--- config.mk ---
export PLATFORM = sky130hd
export DESIGN_NAME = bcd_tick_counter
export DESIGN_NICKNAME = d
export VERILOG_FILES = /design/src/rtl/bcd_tick_counter.sv
export SDC_FILE = /design/constraint.sdc
export NUM_CORES = 1
export LEC_CHECK = 0
export BUFFER_PORTS_ARGS = -buffer_cell sky130_fd_sc_hd__buf_2
export CORE_MARGIN = 5
export CORE_UTILIZATION = 50
export CTS_CLUSTER_DIAMETER = 30
export DETAILED_ROUTE_END_ITERATION = 8
export PLACE_DENSITY_LB_ADDON = 0.08
export SLEW_MARGIN = 20
export SYNTH_ARGS = -nofsm -noshare
export SYNTH_HDL_FRONTEND = slang
export SYNTH_SLANG_ARGS = --single-unit
--- constraint.sdc ---
create_clock -name clk_in -period 2.92 [get_ports clk_in]
set_clock_uncertainty 0.15 [all_clocks]
set_input_delay 0.584 -clock clk_in [delete_from_list [all_inputs] [get_ports clk_in]]
set_output_delay 0.584 -clock clk_in [all_outputs]
set_load 0.01 [all_outputs]
--- src/rtl/bcd_tick_counter.sv ---
// Cascaded BCD up/down counter advanced by an internal prescaler tick.
// Digit 0 sits in count[3:0]; the most significant digit wraps at TOP_LIMIT.
// Priority on every edge: clear, then load, then count step.
module bcd_tick_counter #(
  parameter int DIGITS    = 2,
  parameter int TOP_LIMIT = 10,
  parameter int TICK_DIV  = 50000000
) (
  input  logic                  clk_in,
  input  logic                  rst_n_in,
  input  logic                  en,
  input  logic                  up_dn,
  input  logic                  clear,
  input  logic                  load,
  input  logic [4*DIGITS-1:0]   load_val,
  output logic [4*DIGITS-1:0]   count,
  output logic                  tick,
  output logic                  carry_out,
  output logic                  load_err
);

  localparam int PW = 30;
  localparam logic [PW-1:0] PRESC_LAST = PW'(TICK_DIV - 1);
  localparam logic [3:0]    TOP_MAX    = 4'(TOP_LIMIT - 1);

  logic [PW-1:0]       presc_reg;
  logic                tick_reg;
  logic                carry_reg;
  logic                load_err_reg;
  logic [4*DIGITS-1:0] count_reg;
  logic [4*DIGITS-1:0] count_next;
  logic                wrap_next;
  logic [DIGITS-1:0]   digit_ok;
  logic                load_ok;
  logic                step;
  logic                presc_wrap;

  // Scratch variables for the digit ripple below.
  logic [3:0]          digit_cur;
  logic [3:0]          digit_max;
  logic                ripple;

  assign presc_wrap = (presc_reg == PRESC_LAST);
  // A tick only advances the count if en is still high on the following edge.
  assign step       = tick_reg & en;

  // Per-digit range check of the load value; the top digit has its own limit.
  generate
    for (genvar gi = 0; gi < DIGITS; gi++) begin : g_load_chk
      localparam logic [3:0] DMAX = (gi == DIGITS - 1) ? TOP_MAX : 4'd9;
      assign digit_ok[gi] = (load_val[4*gi +: 4] <= DMAX);
    end
  endgenerate

  assign load_ok = &digit_ok;

  // Next count for one step: carry/borrow ripples from digit 0 upward in one cycle.
  always_comb begin
    count_next = count_reg;
    ripple     = 1'b1;
    digit_cur  = 4'd0;
    digit_max  = 4'd9;
    for (int i = 0; i < DIGITS; i++) begin
      digit_cur = count_reg[4*i +: 4];
      digit_max = (i == DIGITS - 1) ? TOP_MAX : 4'd9;
      if (ripple) begin
        if (up_dn) begin
          if (digit_cur == digit_max) begin
            count_next[4*i +: 4] = 4'd0;
          end else begin
            count_next[4*i +: 4] = digit_cur + 4'd1;
            ripple = 1'b0;
          end
        end else begin
          if (digit_cur == 4'd0) begin
            count_next[4*i +: 4] = digit_max;
          end else begin
            count_next[4*i +: 4] = digit_cur - 4'd1;
            ripple = 1'b0;
          end
        end
      end
    end
    // A ripple surviving past the top digit means the whole counter wrapped.
    wrap_next = ripple;
  end

  // Prescaler: counts 0..TICK_DIV-1 while enabled and emits a one-cycle tick.
  always_ff @(posedge clk_in or negedge rst_n_in) begin
    if (!rst_n_in) begin
      presc_reg <= '0;
      tick_reg  <= 1'b0;
    end else if (clear) begin
      presc_reg <= '0;
      tick_reg  <= 1'b0;
    end else if (en) begin
      if (presc_wrap) begin
        presc_reg <= '0;
        tick_reg  <= 1'b1;
      end else begin
        presc_reg <= presc_reg + 1'b1;
        tick_reg  <= 1'b0;
      end
    end else begin
      tick_reg <= 1'b0;
    end
  end

  // Count register with clear > load > step priority and one-cycle status pulses.
  always_ff @(posedge clk_in or negedge rst_n_in) begin
    if (!rst_n_in) begin
      count_reg    <= '0;
      carry_reg    <= 1'b0;
      load_err_reg <= 1'b0;
    end else begin
      carry_reg    <= 1'b0;
      load_err_reg <= 1'b0;
      if (clear) begin
        count_reg <= '0;
      end else if (load) begin
        if (load_ok) begin
          count_reg <= load_val;
        end else begin
          load_err_reg <= 1'b1;
        end
      end else if (step) begin
        count_reg <= count_next;
        carry_reg <= wrap_next;
      end
    end
  end

  assign count     = count_reg;
  assign tick      = tick_reg;
  assign carry_out = carry_reg;
  assign load_err  = load_err_reg;

endmodule

Yosys cells after proc, flatten, opt, wreduce, memory -nomap -nowiden. Index checks and enable logic that the tools add are counted.

Register bits: 41. Output and inout port bits: 11. Word-level logic and storage cells: 56. Bits of input ports: 14.

Magnitude comparators: 2. Add/sub/neg operators: 5. Bitwise operators: 1. Multiplexer cells: 30. Eq/ne operators: 4. Reduce and logical (&&, ||, !) cells: 8.

Operators by type and width (count): two-way mux 30 bit (3); two-way mux 8 bit (4); adder 30 x 1 -> 30 bit, second input constant (1); equality test 30 x 26 -> 1 bit, second input constant (1); two-way mux 4 bit (7); two-way mux 1 bit (16); adder 4 x 1 -> 4 bit, second input constant (2); equality test 4 bit, second input constant (2); less-or-equal comparator 4 bit, second input constant (2); logical NOT 4 bit (2); subtractor 4 x 1 -> 4 bit, second input constant (2); nonzero test 3 bit (2); AND reduction 2 bit (2); != test 3 x 2 -> 1 bit, second input constant (1); AND reduction 3 bit (1); nonzero test 2 bit (1); bitwise AND 1 bit (1).

Logic depth before layout (Yosys ltp). Gate-level depths: netlist of run 1.

Word-level depth: 7. Depth in mapped cells: 7. Mapped depth without buffers: 7.

Worst setup path after synthesis of run 1. No wires, ideal clock.

Kind: flip-flop to flip-flop. Start point: register count_reg[0], in the netlist count[0]. End point: register count_reg[7], in the netlist count[7]. Data arrival time: 2023 ps. Data required time: 2645 ps. Setup time: 125 ps. Stages on the path, launching flop included: 8. Path slack: 622 ps. Cell sequence: dfrtp_1 -> inv_1 -> ha_1 -> nor3b_1 -> nor2_1 -> a211o_1 -> a21oi_1 -> mux2_2.

Longest elaborated chain between the ends: 5.

RTL lines: start, declared (RTL line 30) `logic [4*DIGITS-1:0] count_reg;`; start signal, assigned (RTL line 122) `count_reg <= load_val;`; start signal, assigned (RTL line 127) `count_reg <= count_next;`; equality test 4 bit / logical NOT 4 bit (equally long branches) (RTL line 68, 75); two-way mux 1 bit (on tied branches) (RTL line 68, 75); two-way mux 1 bit (*) (RTL line 67) `if (up_dn) begin`; nonzero test 3 bit (no line) (*); AND reduction 3 bit (no line) (*).

Mark *: on every way between the ends. The rest lies on a longest branch, timed or not. A chain may end at the register's enable or synchronous reset.

Worst setup path in the final report of run 1. Ends and elaborated chain as after synthesis.

==> metrics.log, run 1 <==
INFO  metric setup_repair_after_global_routing_missed_its_margin = no
INFO  metric synthesis.instances = 316
INFO  metric timing.rr.end = count[7]
INFO  metric antenna_found_initial = 0
INFO  metric outcome = finished, final reports clean
INFO  metric cpMaxStageDelayCell = sky130_fd_sc_hd__dfrtp_1
INFO  metric postSynthRegisterBits = 41
INFO  metric placement_rows = 26
INFO  metric slew_headroom = 0.362
INFO  metric synth.net_count = 338
INFO  metric r2r.worst_path.cells = 8
INFO  metric die_x = 83.8 um
INFO  metric report.final.setup_viol = 0
INFO  metric clock_latency = 0.29 ns
INFO  metric total_power = 1.30 mW
INFO  metric mappedNetlistArea = 0.00273 mm^2
INFO  metric synthArstFlopShare = 1.00
INFO  metric die_height = 83.8 um
INFO  metric critical_path.max_stage_delay = 0.44 ns
INFO  metric regToRegStartpoint = count[0]
INFO  metric max_capacitance_violation_total = 0
INFO  metric final-seq-area = 0.00103 mm^2
INFO  metric power.static_leakage = 1.26 nW
INFO  metric detail-route-antenna-nets = 0
INFO  metric timing.critical_path.from_type = register
INFO  metric synth-edff-count = 0
INFO  metric final_hold_viol_count = 0
INFO  metric yosysWarningCount = 0
INFO  metric avgSynthCellArea = 8.63 um^2
INFO  metric finalHoldWorstSlack = 0.279 ns
INFO  metric power_density = 435 mW/mm^2
INFO  metric cts-htree-levels = 2
INFO  metric yosys.cell_types.count = 54
INFO  metric critical_path.n_buffers_inverters = 2
INFO  metric dp.cells = 396
INFO  metric drtIter0Drc = 135
INFO  metric grt_pass1_vias = 2435
INFO  metric synth.yosys.seq_area_share = 0.376
INFO  metric setup.reg_to_reg.worst_slack = 0.57 ns
INFO  metric ctsResizeCount = 0
INFO  metric critPathMaxFanout = 6
INFO  metric largest_reg_flops = 30
INFO  metric fraction_of_final_layout_cells_sized_beyond_drive_strength_1 = 0.141
INFO  metric antennaDiodeCount = 0
INFO  metric design.portCount = 25
INFO  metric first_pass_detailed_route_iteration_total = 4
INFO  metric synth-main-ff-cell = sky130_fd_sc_hd__dfrtp_1
INFO  metric post_cts_hold_buffer_count = 0
INFO  metric worstPathCellList = inv_1, ha_1, nor3b_1, nor2_1, a211o_1, a21oi_1, buf_4, mux2_2
INFO  metric port_buffers = 24
INFO  metric gpl.final_weighted_congestion = 0.890
INFO  metric grt_pass1_wl = 11.5 mm
INFO  metric layout.filler_cells = 511
INFO  metric tritoncts_num_sinks = 41
INFO  metric fin_crit = 2.35 ns
INFO  metric fmaxAchievable = 0.426 GHz
INFO  metric cts_inserted_buffers = 5
INFO  metric postCtsSetupRepairBufs = 0
INFO  metric ctsLongestPathBuffers = 2
INFO  metric worst_ir_drop_vdd = 223 uV
INFO  metric grt_start_max_net_pins = 42
INFO  metric worst_pin_slew = 0.958 ns
INFO  metric place.detailed.hpwl = 5.02 mm
INFO  metric cts_tree = built
INFO  metric placement.setup.worst_slack = 0.580 ns
INFO  metric num-nets-final = 355
INFO  metric setup-tns-final = 0 ns
INFO  metric die-area = 0.00703 mm^2
INFO  metric worst_path_dominant_cell_family = compound AO/OA/AOI/OAI gates
INFO  metric drc = 0
INFO  metric core-area = 0.00520 mm^2
INFO  metric area_growth_syn_to_layout = 9.27%
INFO  metric clockRootBuffer = sky130_fd_sc_hd__clkbuf_8
INFO  metric maxSlewViolCount = 0
INFO  metric post_detailed_route_via_to_cell_ratio = 6.17
INFO  metric crit_required = 2.95 ns
INFO  metric wire_per_inst = 17.0 um
INFO  metric route.vias.total = 2494
INFO  metric timing.final.ws_setup = 0.575 ns
INFO  metric multiInputGateArea = 0.00156 mm^2
INFO  metric initial_standard_cell_utilization_of_the_core = 0.524
INFO  metric cp_data_arrival_time = 2.38 ns
INFO  metric hp-class = input pin to asynchronous set/reset pin
INFO  metric min_period_over_period = 0.803
INFO  metric post_layout_nonfiller_instances = 404
INFO  metric grt_util_all_layers = 0.199
INFO  metric worst_path_clk_slew = 0.08 ns
INFO  metric critPathCaptureType = register
INFO  metric drt_wl_total = 6.87 mm
INFO  metric grt.overflow.total = 0
INFO  metric timing.critical_path.depth = 8
INFO  metric crit_type = register to register
[layer usage]
layer  vias up  wire [um]  GRT usage
li1       1191          -          -
met1      1230       3040      0.253
met2        65       3460      0.340
met3         8        283     0.0405
met4         0         81     0.0629
met5         -          0          0
[how the worst max path moves through the flow]
stage	start	to	slack [ns]
after floorplan	count[0]	count[7]	0.62
after global placement	load	count[7]	0.62
after detailed placement	count[0]	count[7]	0.58
after CTS	count[0]	count[7]	0.57
after global routing	count[0]	count[7]	0.39
final	count[0]	count[7]	0.57
[metrics by stage]
step | util | instance area, um^2
floorplan | - | 2730
global placement | 0.553 | 2880
detailed placement | 0.553 | 2880
CTS | 0.572 | 2980
global route | 0.572 | 2980
finish | 0.572 | 2980
[power by group]
group	internal (mW)	switching [mW]	total, mW
logic	0.107	0.141	0.248
registers	0.592	0.0499	0.642
clock network	0.214	0.191	0.405
[cell usage after synthesis (5+ instances only)]
| library cell | instances | share of area |
|---|---|---|
| sky130_fd_sc_hd__xnor2_1 | 7 | 0.022 |
| sky130_fd_sc_hd__a21oi_1 | 15 | 0.028 |
| sky130_fd_sc_hd__inv_1 | 14 | 0.019 |
| sky130_fd_sc_hd__nand4_1 | 13 | 0.030 |
| sky130_fd_sc_hd__or3_1 | 8 | 0.018 |
| sky130_fd_sc_hd__ha_1 | 8 | 0.037 |
| sky130_fd_sc_hd__a31oi_1 | 5 | 0.011 |
| sky130_fd_sc_hd__o21ai_0 | 11 | 0.020 |
| sky130_fd_sc_hd__nand3_1 | 17 | 0.031 |
| sky130_fd_sc_hd__nand2_1 | 31 | 0.043 |
| sky130_fd_sc_hd__nor4_1 | 7 | 0.016 |
| sky130_fd_sc_hd__nor3_1 | 10 | 0.018 |
| sky130_fd_sc_hd__dfrtp_1 | 41 | 0.38 |
| sky130_fd_sc_hd__mux2i_1 | 7 | 0.026 |
| sky130_fd_sc_hd__xor2_1 | 6 | 0.019 |
| sky130_fd_sc_hd__and4_1 | 7 | 0.022 |
| sky130_fd_sc_hd__clkbuf_1 | 10 | 0.014 |
| sky130_fd_sc_hd__nor2_1 | 30 | 0.041 |
| sky130_fd_sc_hd__o31ai_1 | 7 | 0.019 |
[kinds of logic after synthesis]
logic type / count (synthesis) / synth area share
simple gates: 149 / 0.294
compound gates: 64 / 0.166
flops: 41 / 0.376
buf+inv: 32 / 0.0509
xor+xnor: 13 / 0.0418
mux: 9 / 0.0340
fa+ha+maj: 8 / 0.0367
[final cells by class]
type | count | share of cell area
Clock inverter | 1 | 0.00168
Inverter | 14 | 0.0176
Timing Repair Buffer | 28 | 0.0504
Multi-Input combinational cell | 243 | 0.524
Tap cell | 70 | 0.0294
Clock buffer | 7 | 0.0323
Sequential cell | 41 | 0.344
[placed cells by master (no fill, tap or decap), drive strengths merged, types with 8 or more instances in the layout]
master / instances
ha: 8
nand2: 31
dfrtp: 41
o21ai: 11
nor3: 10
nand4: 14
a21oi: 15
or3: 8
inv: 14
nand3: 17
buf: 28
nor2: 31
Power figures use the tool's default switching activity.
==> run 2, diff against run 1 <==
ABC_AREA = 1   (was unset)
clock period = 2.4 ns   (was 2.92 ns; I/O delays follow)
==> metrics.log, run 2 <==
INFO  metric fin_crit = 1.95 ns (was 2.35 ns)
INFO  metric worst_path_clk_slew = 0.08 ns (about the same)
INFO  metric r2r.worst_path.cells = 9 (was 8)
INFO  metric design.portCount = 25 (unchanged)
INFO  metric first_pass_detailed_route_iteration_total = 5 (was 4)
INFO  metric core-area = 0.00589 mm^2 (was 0.00520 mm^2)
INFO  metric grt_pass1_vias = 2785 (was 2435)
INFO  metric worstPathCellList = ha_1, nand2_1, nor2_2, nand2_1, nor2_1, nand2_1, nand2_1, nand3_1, o21ai_1 (was inv_1, ha_1, nor3b_1, nor2_1, a211o_1, a21oi_1, buf_4, mux2_2)
INFO  metric cts_tree = built (unchanged)
INFO  metric yosysWarningCount = 0 (unchanged)
INFO  metric post_synth_most_frequent_cells = 132 x sky130_fd_sc_hd__nand2_1, 70 x sky130_fd_sc_hd__nor2_1, 43 x sky130_fd_sc_hd__inv_1 (was 41 x sky130_fd_sc_hd__dfrtp_1, 31 x sky130_fd_sc_hd__nand2_1, 30 x sky130_fd_sc_hd__nor2_1)
INFO  metric layout.core_utilization = 0.565 (was 0.572)
INFO  metric port_buffers = 24 (unchanged)
INFO  metric switching_power = 498 uW (was 382 uW)
INFO  metric synth.net_count = 473 (was 338)
INFO  metric synth_top_area_share = 0.340 (was 0.376)
INFO  metric total_power = 1.60 mW (was 1.30 mW)
INFO  metric postSynthRegisterBits = 41 (unchanged)
INFO  metric ctsLongestPathBuffers = 2 (unchanged)
INFO  metric regToRegStartpoint = presc_reg[0] (was count[0])
INFO  metric timing.rr.end = presc_reg[26] (was count[7])
INFO  metric outcome = finished, final reports clean (unchanged)
INFO  metric most-common-layout-cells = 132 x sky130_fd_sc_hd__nand2_1, 70 x sky130_fd_sc_hd__nor2_1, 43 x sky130_fd_sc_hd__inv_1 (was 41 x sky130_fd_sc_hd__dfrtp_1, 31 x sky130_fd_sc_hd__nand2_1, 30 x sky130_fd_sc_hd__nor2_1)
INFO  metric place.detailed.hpwl = 6.17 mm (was 5.02 mm)
INFO  metric antennaDiodeCount = 0 (unchanged)
INFO  metric synth.yosys.seq_area_share = 0.340 (was 0.376)
INFO  metric power.static_leakage = 1.46 nW (was 1.26 nW)
INFO  metric grt.overflow.total = 0 (unchanged)
INFO  metric detailed_place.area = 0.00322 mm^2 (was 0.00288 mm^2)
INFO  metric mappedNetlistArea = 0.00301 mm^2 (was 0.00273 mm^2)
INFO  metric switching_share = 0.311 (was 0.295)
INFO  metric yosys.cell_types.count = 39 (was 54)
INFO  metric worst_ir_drop_vdd = 274 uV (was 223 uV)
INFO  metric slew_headroom = 0.649 (was 0.362)
INFO  metric placement_rows = 28 (was 26)
INFO  metric setup-tns-final = 0 ns (unchanged)
INFO  metric antenna_found_initial = 0 (unchanged)
INFO  metric critical_path.most_common_cell = sky130_fd_sc_hd__nand2_1
INFO  metric cts-htree-levels = 2 (unchanged)
INFO  metric critical_path.max_stage_delay = 0.46 ns (was 0.44 ns)
INFO  metric fmaxAchievable = 0.513 GHz (was 0.426 GHz)
INFO  metric critPathMaxFanout = 6 (unchanged)
INFO  metric finish.instance_area = 0.00332 mm^2 (was 0.00298 mm^2)
INFO  metric crit_type = register to register (unchanged)
INFO  metric finalHoldWorstSlack = 0.0828 ns (was 0.279 ns)
INFO  metric multiInputGateArea = 0.00176 mm^2 (was 0.00156 mm^2)
INFO  metric die-area = 0.00768 mm^2 (was 0.00703 mm^2)
INFO  metric clockRootBuffer = sky130_fd_sc_hd__clkbuf_8 (unchanged)
INFO  metric grt_util_all_layers = 0.221 (was 0.199)
INFO  metric wire_per_inst = 14.4 um (was 17.0 um)
INFO  metric area_growth_syn_to_layout = 10.3% (was 9.27%)
INFO  metric max_capacitance_violation_total = 0 (unchanged)
INFO  metric maxSlewViolCount = 0 (unchanged)
INFO  metric drtIter0Drc = 189 (was 135)
INFO  metric tritoncts_num_sinks = 41 (unchanged)
INFO  metric route.vias.total = 2994 (was 2494)
INFO  metric grt_pass1_wl = 13.2 mm (was 11.5 mm)
INFO  metric hp-class = input pin to asynchronous set/reset pin (unchanged)
INFO  metric final-seq-area = 0.00103 mm^2 (unchanged)
INFO  metric layout_commonest_cell = sky130_fd_sc_hd__nand2_1 (was sky130_fd_sc_hd__dfrtp_1)
INFO  metric setup_repair_after_global_routing_missed_its_margin = no (unchanged)
INFO  metric synthesis.instances = 451 (was 316)
INFO  metric cts_inserted_buffers = 5 (unchanged)
INFO  metric die_height = 87.6 um (was 83.8 um)
INFO  metric critPathCaptureType = register (unchanged)
INFO  metric synthArstFlopShare = 1.00 (unchanged)
INFO  metric num-nets-final = 500 (was 355)
INFO  metric crit_required = 2.48 ns (was 2.95 ns)
INFO  metric report.final.setup_viol = 0 (unchanged)
INFO  metric drt_wl_total = 7.96 mm (was 6.87 mm)
INFO  metric critical_path.n_buffers_inverters = 0 (was 2)
INFO  metric final_hold_viol_count = 0 (unchanged)
INFO  metric min_period_over_period = 0.812 (was 0.803)
INFO  metric layout.filler_cells = 585 (was 511)
INFO  metric synth.most_common_cell = sky130_fd_sc_hd__nand2_1 (was sky130_fd_sc_hd__dfrtp_1)
INFO  metric synth-main-ff-cell = sky130_fd_sc_hd__dfrtp_1 (unchanged)
INFO  metric setup.reg_to_reg.worst_slack = 0.45 ns (was 0.57 ns)
INFO  metric synth-edff-count = 0 (unchanged)
INFO  metric largest_reg_flops = 30 (unchanged)
INFO  metric drc = 0 (unchanged)
INFO  metric power_density = 482 mW/mm^2 (was 435 mW/mm^2)
INFO  metric worst_pin_slew = 0.526 ns (was 0.958 ns)
INFO  metric proportion_of_power_drawn_by_flip_flops_and_latches = 0.474 (was 0.496)
INFO  metric combPwrFrac = 0.209 (was 0.192)
INFO  metric post_detailed_route_via_to_cell_ratio = 5.40 (was 6.17)
INFO  metric detail-route-antenna-nets = 0 (unchanged)
INFO  metric clock_latency = 0.30 ns (was 0.29 ns)
INFO  metric gpl.final_weighted_congestion = 1.01 (was 0.890)
INFO  metric timing.critical_path.from_type = register (unchanged)
INFO  metric cpMaxStageDelayCell = sky130_fd_sc_hd__dfrtp_1 (unchanged)
INFO  metric ctsResizeCount = 0 (unchanged)
INFO  metric intPower = 1.10 mW (was 913 uW)
INFO  metric avgSynthCellArea = 6.68 um^2 (was 8.63 um^2)
INFO  metric post_cts_hold_buffer_count = 0 (unchanged)
INFO  metric postCtsSetupRepairBufs = 0 (unchanged)
INFO  metric cp_data_arrival_time = 2.03 ns (was 2.38 ns)
INFO  metric die_x = 87.6 um (was 83.8 um)
INFO  metric initial_standard_cell_utilization_of_the_core = 0.512 (was 0.524)
INFO  metric grt_start_max_net_pins = 42 (unchanged)
INFO  metric biggest_area_contributors_in_the_synthesized_netlist = sky130_fd_sc_hd__dfrtp_1 34%, sky130_fd_sc_hd__nand2_1 16%, sky130_fd_sc_hd__nor2_1 8.7%, sky130_fd_sc_hd__nand3_1 6.6%, sky130_fd_sc_hd__inv_1 5.4% (was sky130_fd_sc_hd__dfrtp_1 38%, sky130_fd_sc_hd__nand2_1 4.3%, sky130_fd_sc_hd__nor2_1 4.1%, sky130_fd_sc_hd__ha_1 3.7%, sky130_fd_sc_hd__nand3_1 3.1%)
INFO  metric netlist.top_cell.by_area = sky130_fd_sc_hd__dfrtp_1 (unchanged)
INFO  metric worst_path_dominant_cell_family = simple AND/OR/NAND/NOR gates (was compound AO/OA/AOI/OAI gates)
INFO  metric clockPowerShare = 0.317 (was 0.313)
INFO  metric fraction_of_final_layout_cells_sized_beyond_drive_strength_1 = 0.127 (was 0.141)
-- run 2: per-stage QoR --
stage,setup slack (ns),std cells
detailed placement,0.438,546
global placement,0.490,546
CTS,0.431,554
global route,0.173,554
floorplan,0.702,451
finish,0.452,554
-- run 2: power by group through the flow --
stage          Sequential [mW]  Clock [mW]  Combinational, mW
6_report                 0.759       0.507              0.334
5_1_grt                  0.766       0.552              0.379
4_1_cts                  0.760       0.528              0.340
3_5_place_dp             0.774           0              0.338
3_3_place_gp             0.773           0              0.336
2_1_floorplan            0.779           0              0.215
-- run 2: layout make-up --
cell class,count,share of cell area
Clock buffer,7,0.0290
Tap cell,75,0.0282
Timing Repair Buffer,27,0.0429
Clock inverter,1,0.00151
Multi-Input combinational cell,351,0.530
Inverter,52,0.0595
Sequential cell,41,0.309
-- run 2: cell families after synthesis --
family	count (synthesis)	share of synthesized area
compound gates	47	0.0988
xor+xnor	11	0.0320
fa+ha+maj	8	0.0332
buf+inv	59	0.0751
flops	41	0.340
mux	1	0.00332
simple gates	284	0.417
-- run 2: worst max-delay path by stage --
stage / from / end / slack, ns / depth (start not counted)
after floorplan: count[0] / count[7] / 0.70 / 9
after global placement: en / presc_reg[22] / 0.49 / 9
after detailed placement: en / presc_reg[22] / 0.44 / 9
after CTS: presc_reg[0] / presc_reg[22] / 0.43 / 9
after global routing: presc_reg[0] / presc_reg[22] / 0.17 / 9
final: presc_reg[0] / presc_reg[26] / 0.45 / 9
-- run 2: layer usage --
metal	up-vias	share of wire	routed length [um]	global-route usage
met1	1372	0.43	3450	0.274
met3	16	0.054	426	0.0376
met4	0	0.027	217	0.0893
met5	-	0	0	0
li1	1518	-	-	-
met2	88	0.49	3860	0.379
==> run 3, diff against run 2 <==
clock period = 1.77 ns   (was 2.4 ns; I/O delays follow)
==> metrics.log, run 3 (same netlist as run 2, synthesis figures left out) <==
INFO  metric power_density = 606 mW/mm^2 (was 482 mW/mm^2)
INFO  metric post_layout_nonfiller_instances = 592 (was 554)
INFO  metric finalHoldWorstSlack = 0.185 ns (was 0.0828 ns)
INFO  metric final_hold_viol_count = 0 (unchanged)
INFO  metric drc = 0 (unchanged)
INFO  metric largest_reg_flops = 30 (unchanged)
INFO  metric grt_start_max_net_pins = 42 (unchanged)
INFO  metric switching_share = 0.324 (was 0.311)
INFO  metric placement_rows = 28 (unchanged)
INFO  metric grt_pass1_wl = 15.0 mm (was 13.2 mm)
INFO  metric fin_crit = 1.69 ns (was 1.95 ns)
INFO  metric drtIter0Drc = 320 (was 189)
INFO  metric dp.cells = 582 (was 546)
INFO  metric wire_per_inst = 15.6 um (was 14.4 um)
INFO  metric drt_wl_total = 9.22 mm (was 7.96 mm)
INFO  metric ctsLongestPathBuffers = 2 (unchanged)
INFO  metric post_detailed_route_via_to_cell_ratio = 5.51 (was 5.40)
INFO  metric proportion_of_power_drawn_by_flip_flops_and_latches = 0.452 (was 0.474)
INFO  metric switching_power = 734 uW (was 498 uW)
INFO  metric crit_type = register to register (unchanged)
INFO  metric grt.overflow.total = 0 (unchanged)
INFO  metric worst_pin_slew = 0.281 ns (was 0.526 ns)
INFO  metric most-common-layout-cells = 126 x sky130_fd_sc_hd__nand2_1, 60 x sky130_fd_sc_hd__nor2_1, 41 x sky130_fd_sc_hd__inv_1 (was 132 x sky130_fd_sc_hd__nand2_1, 70 x sky130_fd_sc_hd__nor2_1, 43 x sky130_fd_sc_hd__inv_1)
INFO  metric grt_pass1_vias = 3110 (was 2785)
INFO  metric min_period_over_period = 0.957 (was 0.812)
INFO  metric worst_path_clk_slew = 0.09 ns (was 0.08 ns)
INFO  metric clockRootBuffer = sky130_fd_sc_hd__clkbuf_8 (unchanged)
INFO  metric maxSlewViolCount = 0 (unchanged)
INFO  metric timing.final.ws_setup = 0.0757 ns (was 0.452 ns)
INFO  metric detail-route-antenna-nets = 0 (unchanged)
INFO  metric fraction_of_final_layout_cells_sized_beyond_drive_strength_1 = 0.244 (was 0.127)
INFO  metric timing.critical_path.from_type = register (unchanged)
INFO  metric die-area = 0.00768 mm^2 (unchanged)
INFO  metric crit_required = 1.82 ns (was 2.48 ns)
INFO  metric max_capacitance_violation_total = 0 (unchanged)
INFO  metric fmaxAchievable = 0.590 GHz (was 0.513 GHz)
INFO  metric setup_repair_after_global_routing_missed_its_margin = yes (was no)
INFO  metric critPathMaxFanout = 6 (unchanged)
INFO  metric layout_commonest_cell = sky130_fd_sc_hd__nand2_1 (unchanged)
INFO  metric design.portCount = 25 (unchanged)
INFO  metric initial_standard_cell_utilization_of_the_core = 0.512 (unchanged)
INFO  metric first_pass_detailed_route_iteration_total = 5 (unchanged)
INFO  metric route.vias.total = 3264 (was 2994)
INFO  metric worst_ir_drop_vdd = 326 uV (was 274 uV)
INFO  metric cts_tree = built (unchanged)
INFO  metric cts-htree-levels = 2 (unchanged)
INFO  metric power.static_leakage = 1.69 nW (was 1.46 nW)
INFO  metric area_growth_syn_to_layout = 24.1% (was 10.3%)
INFO  metric final-seq-area = 0.00103 mm^2 (about the same)
INFO  metric slew_headroom = 0.811 (was 0.649)
INFO  metric placement.setup.worst_slack = 0.00938 ns (was 0.438 ns)
INFO  metric hp-class = input pin to register (was input pin to asynchronous set/reset pin)
INFO  metric place.detailed.hpwl = 6.87 mm (was 6.17 mm)
INFO  metric tritoncts_num_sinks = 41 (unchanged)
INFO  metric outcome = finished, final reports clean (unchanged)
INFO  metric critPathCaptureType = register (unchanged)
INFO  metric multiInputGateArea = 0.00188 mm^2 (was 0.00176 mm^2)
INFO  metric combPwrFrac = 0.231 (was 0.209)
INFO  metric whs_path_depth = 3
INFO  metric antenna_found_initial = 0 (unchanged)
INFO  metric clockPowerShare = 0.316 (was 0.317)
INFO  metric core-area = 0.00589 mm^2 (unchanged)
INFO  metric die_height = 87.6 um (unchanged)
INFO  metric layout.filler_cells = 564 (was 585)
INFO  metric num-nets-final = 538 (was 500)
INFO  metric intPower = 1.53 mW (was 1.10 mW)
INFO  metric cp_data_arrival_time = 1.74 ns (was 2.03 ns)
INFO  metric die_x = 87.6 um (unchanged)
INFO  metric r2r.worst_path.cells = 7 (was 9)
INFO  metric report.final.setup_viol = 0 (unchanged)
INFO  metric port_buffers = 24 (unchanged)
INFO  metric grt_util_all_layers = 0.252 (was 0.221)
INFO  metric clock_latency = 0.30 ns (about the same)
INFO  metric antennaDiodeCount = 0 (unchanged)
INFO  metric gpl.final_weighted_congestion = 0.977 (was 1.01)
INFO  metric cts_inserted_buffers = 5 (unchanged)
[run 3: cell count changes in the layout (fill, tap and decap cells not counted), sizes merged]
| cell | delta |
|---|---|
| buf | +37 |
| clkinv | -1 |
| dlygate4sd3 | +1 |
| inv | +1 |
[run 3: timing repair]
item,CTS,global route
resized for setup,1,35
gates cloned,0,0
setup buffers,0,1
hold buffers,1,0
pin swaps,0,2
endpoints found under the setup margin,2,23
endpoints found under the hold margin,41,0
[run 3: final timing paths]
| check | startpoint | end | slack (ns) |
|---|---|---|---|
| min in group asynchronous | rst_n_in | load_err | 0.39 |
| worst min register to register | presc_reg[15] | presc_reg[15] | 0.43 |
| worst max register to register | presc_reg[2] | presc_reg[13] | 0.08 |
| worst min-delay path | load_val[1] | load_err | 0.18 |
| worst max-delay path | presc_reg[2] | presc_reg[13] | 0.08 |
| max in group asynchronous | rst_n_in | presc_reg[17] | 0.83 |
[run 3: per-layer routing]
layer / part of all wire / global-route usage / up-vias
met5: 0 / 0 / -
met4: 0.033 / 0.113 / 0
met3: 0.055 / 0.0282 / 27
met2: 0.49 / 0.439 / 123
met1: 0.42 / 0.313 / 1517
li1: - / - / 1597
[run 3: metrics by stage]
step | utilization | power [mW] | setup TNS [ns] | area [um^2]
2_1_floorplan | - | 1.35 | 0 | 3010
3_3_place_gp | 0.595 | 1.53 | 0 | 3500
6_report | 0.636 | 2.27 | 0 | 3740
5_1_grt | 0.636 | 2.39 | -0.0488 | 3740
4_1_cts | 0.616 | 2.26 | 0 | 3620
3_5_place_dp | 0.595 | 1.55 | 0 | 3500
[run 3: critical path: stages (launching register included)]
cell and delay [ns]:
sky130_fd_sc_hd__dfrtp_1 0.48, sky130_fd_sc_hd__nand3_4 0.15, sky130_fd_sc_hd__nor2_1 0.23, sky130_fd_sc_hd__nand3_1 0.21, sky130_fd_sc_hd__xor2_1 0.18, sky130_fd_sc_hd__clkinv_1 0.07
sky130_fd_sc_hd__nand4_1 0.07, sky130_fd_sc_hd__nand2_1 0.05
[run 3: power by group through the flow]
stage / sequential [mW] / clock (mW) / combinational (mW)
finish: 1.02 / 0.717 / 0.524
global route: 1.03 / 0.767 / 0.586
CTS: 1.02 / 0.721 / 0.513
detailed placement: 1.04 / 0 / 0.505
global placement: 1.04 / 0 / 0.494
floorplan: 1.06 / 0 / 0.292
[run 3: area by class of cell]
class	instances	area share
Sequential cell	41	0.275
Clock inverter	1	0.00134
Inverter	52	0.0528
Multi-Input combinational cell	351	0.501
Clock buffer	7	0.0258
Tap cell	75	0.0251
Timing Repair Buffer	65	0.118
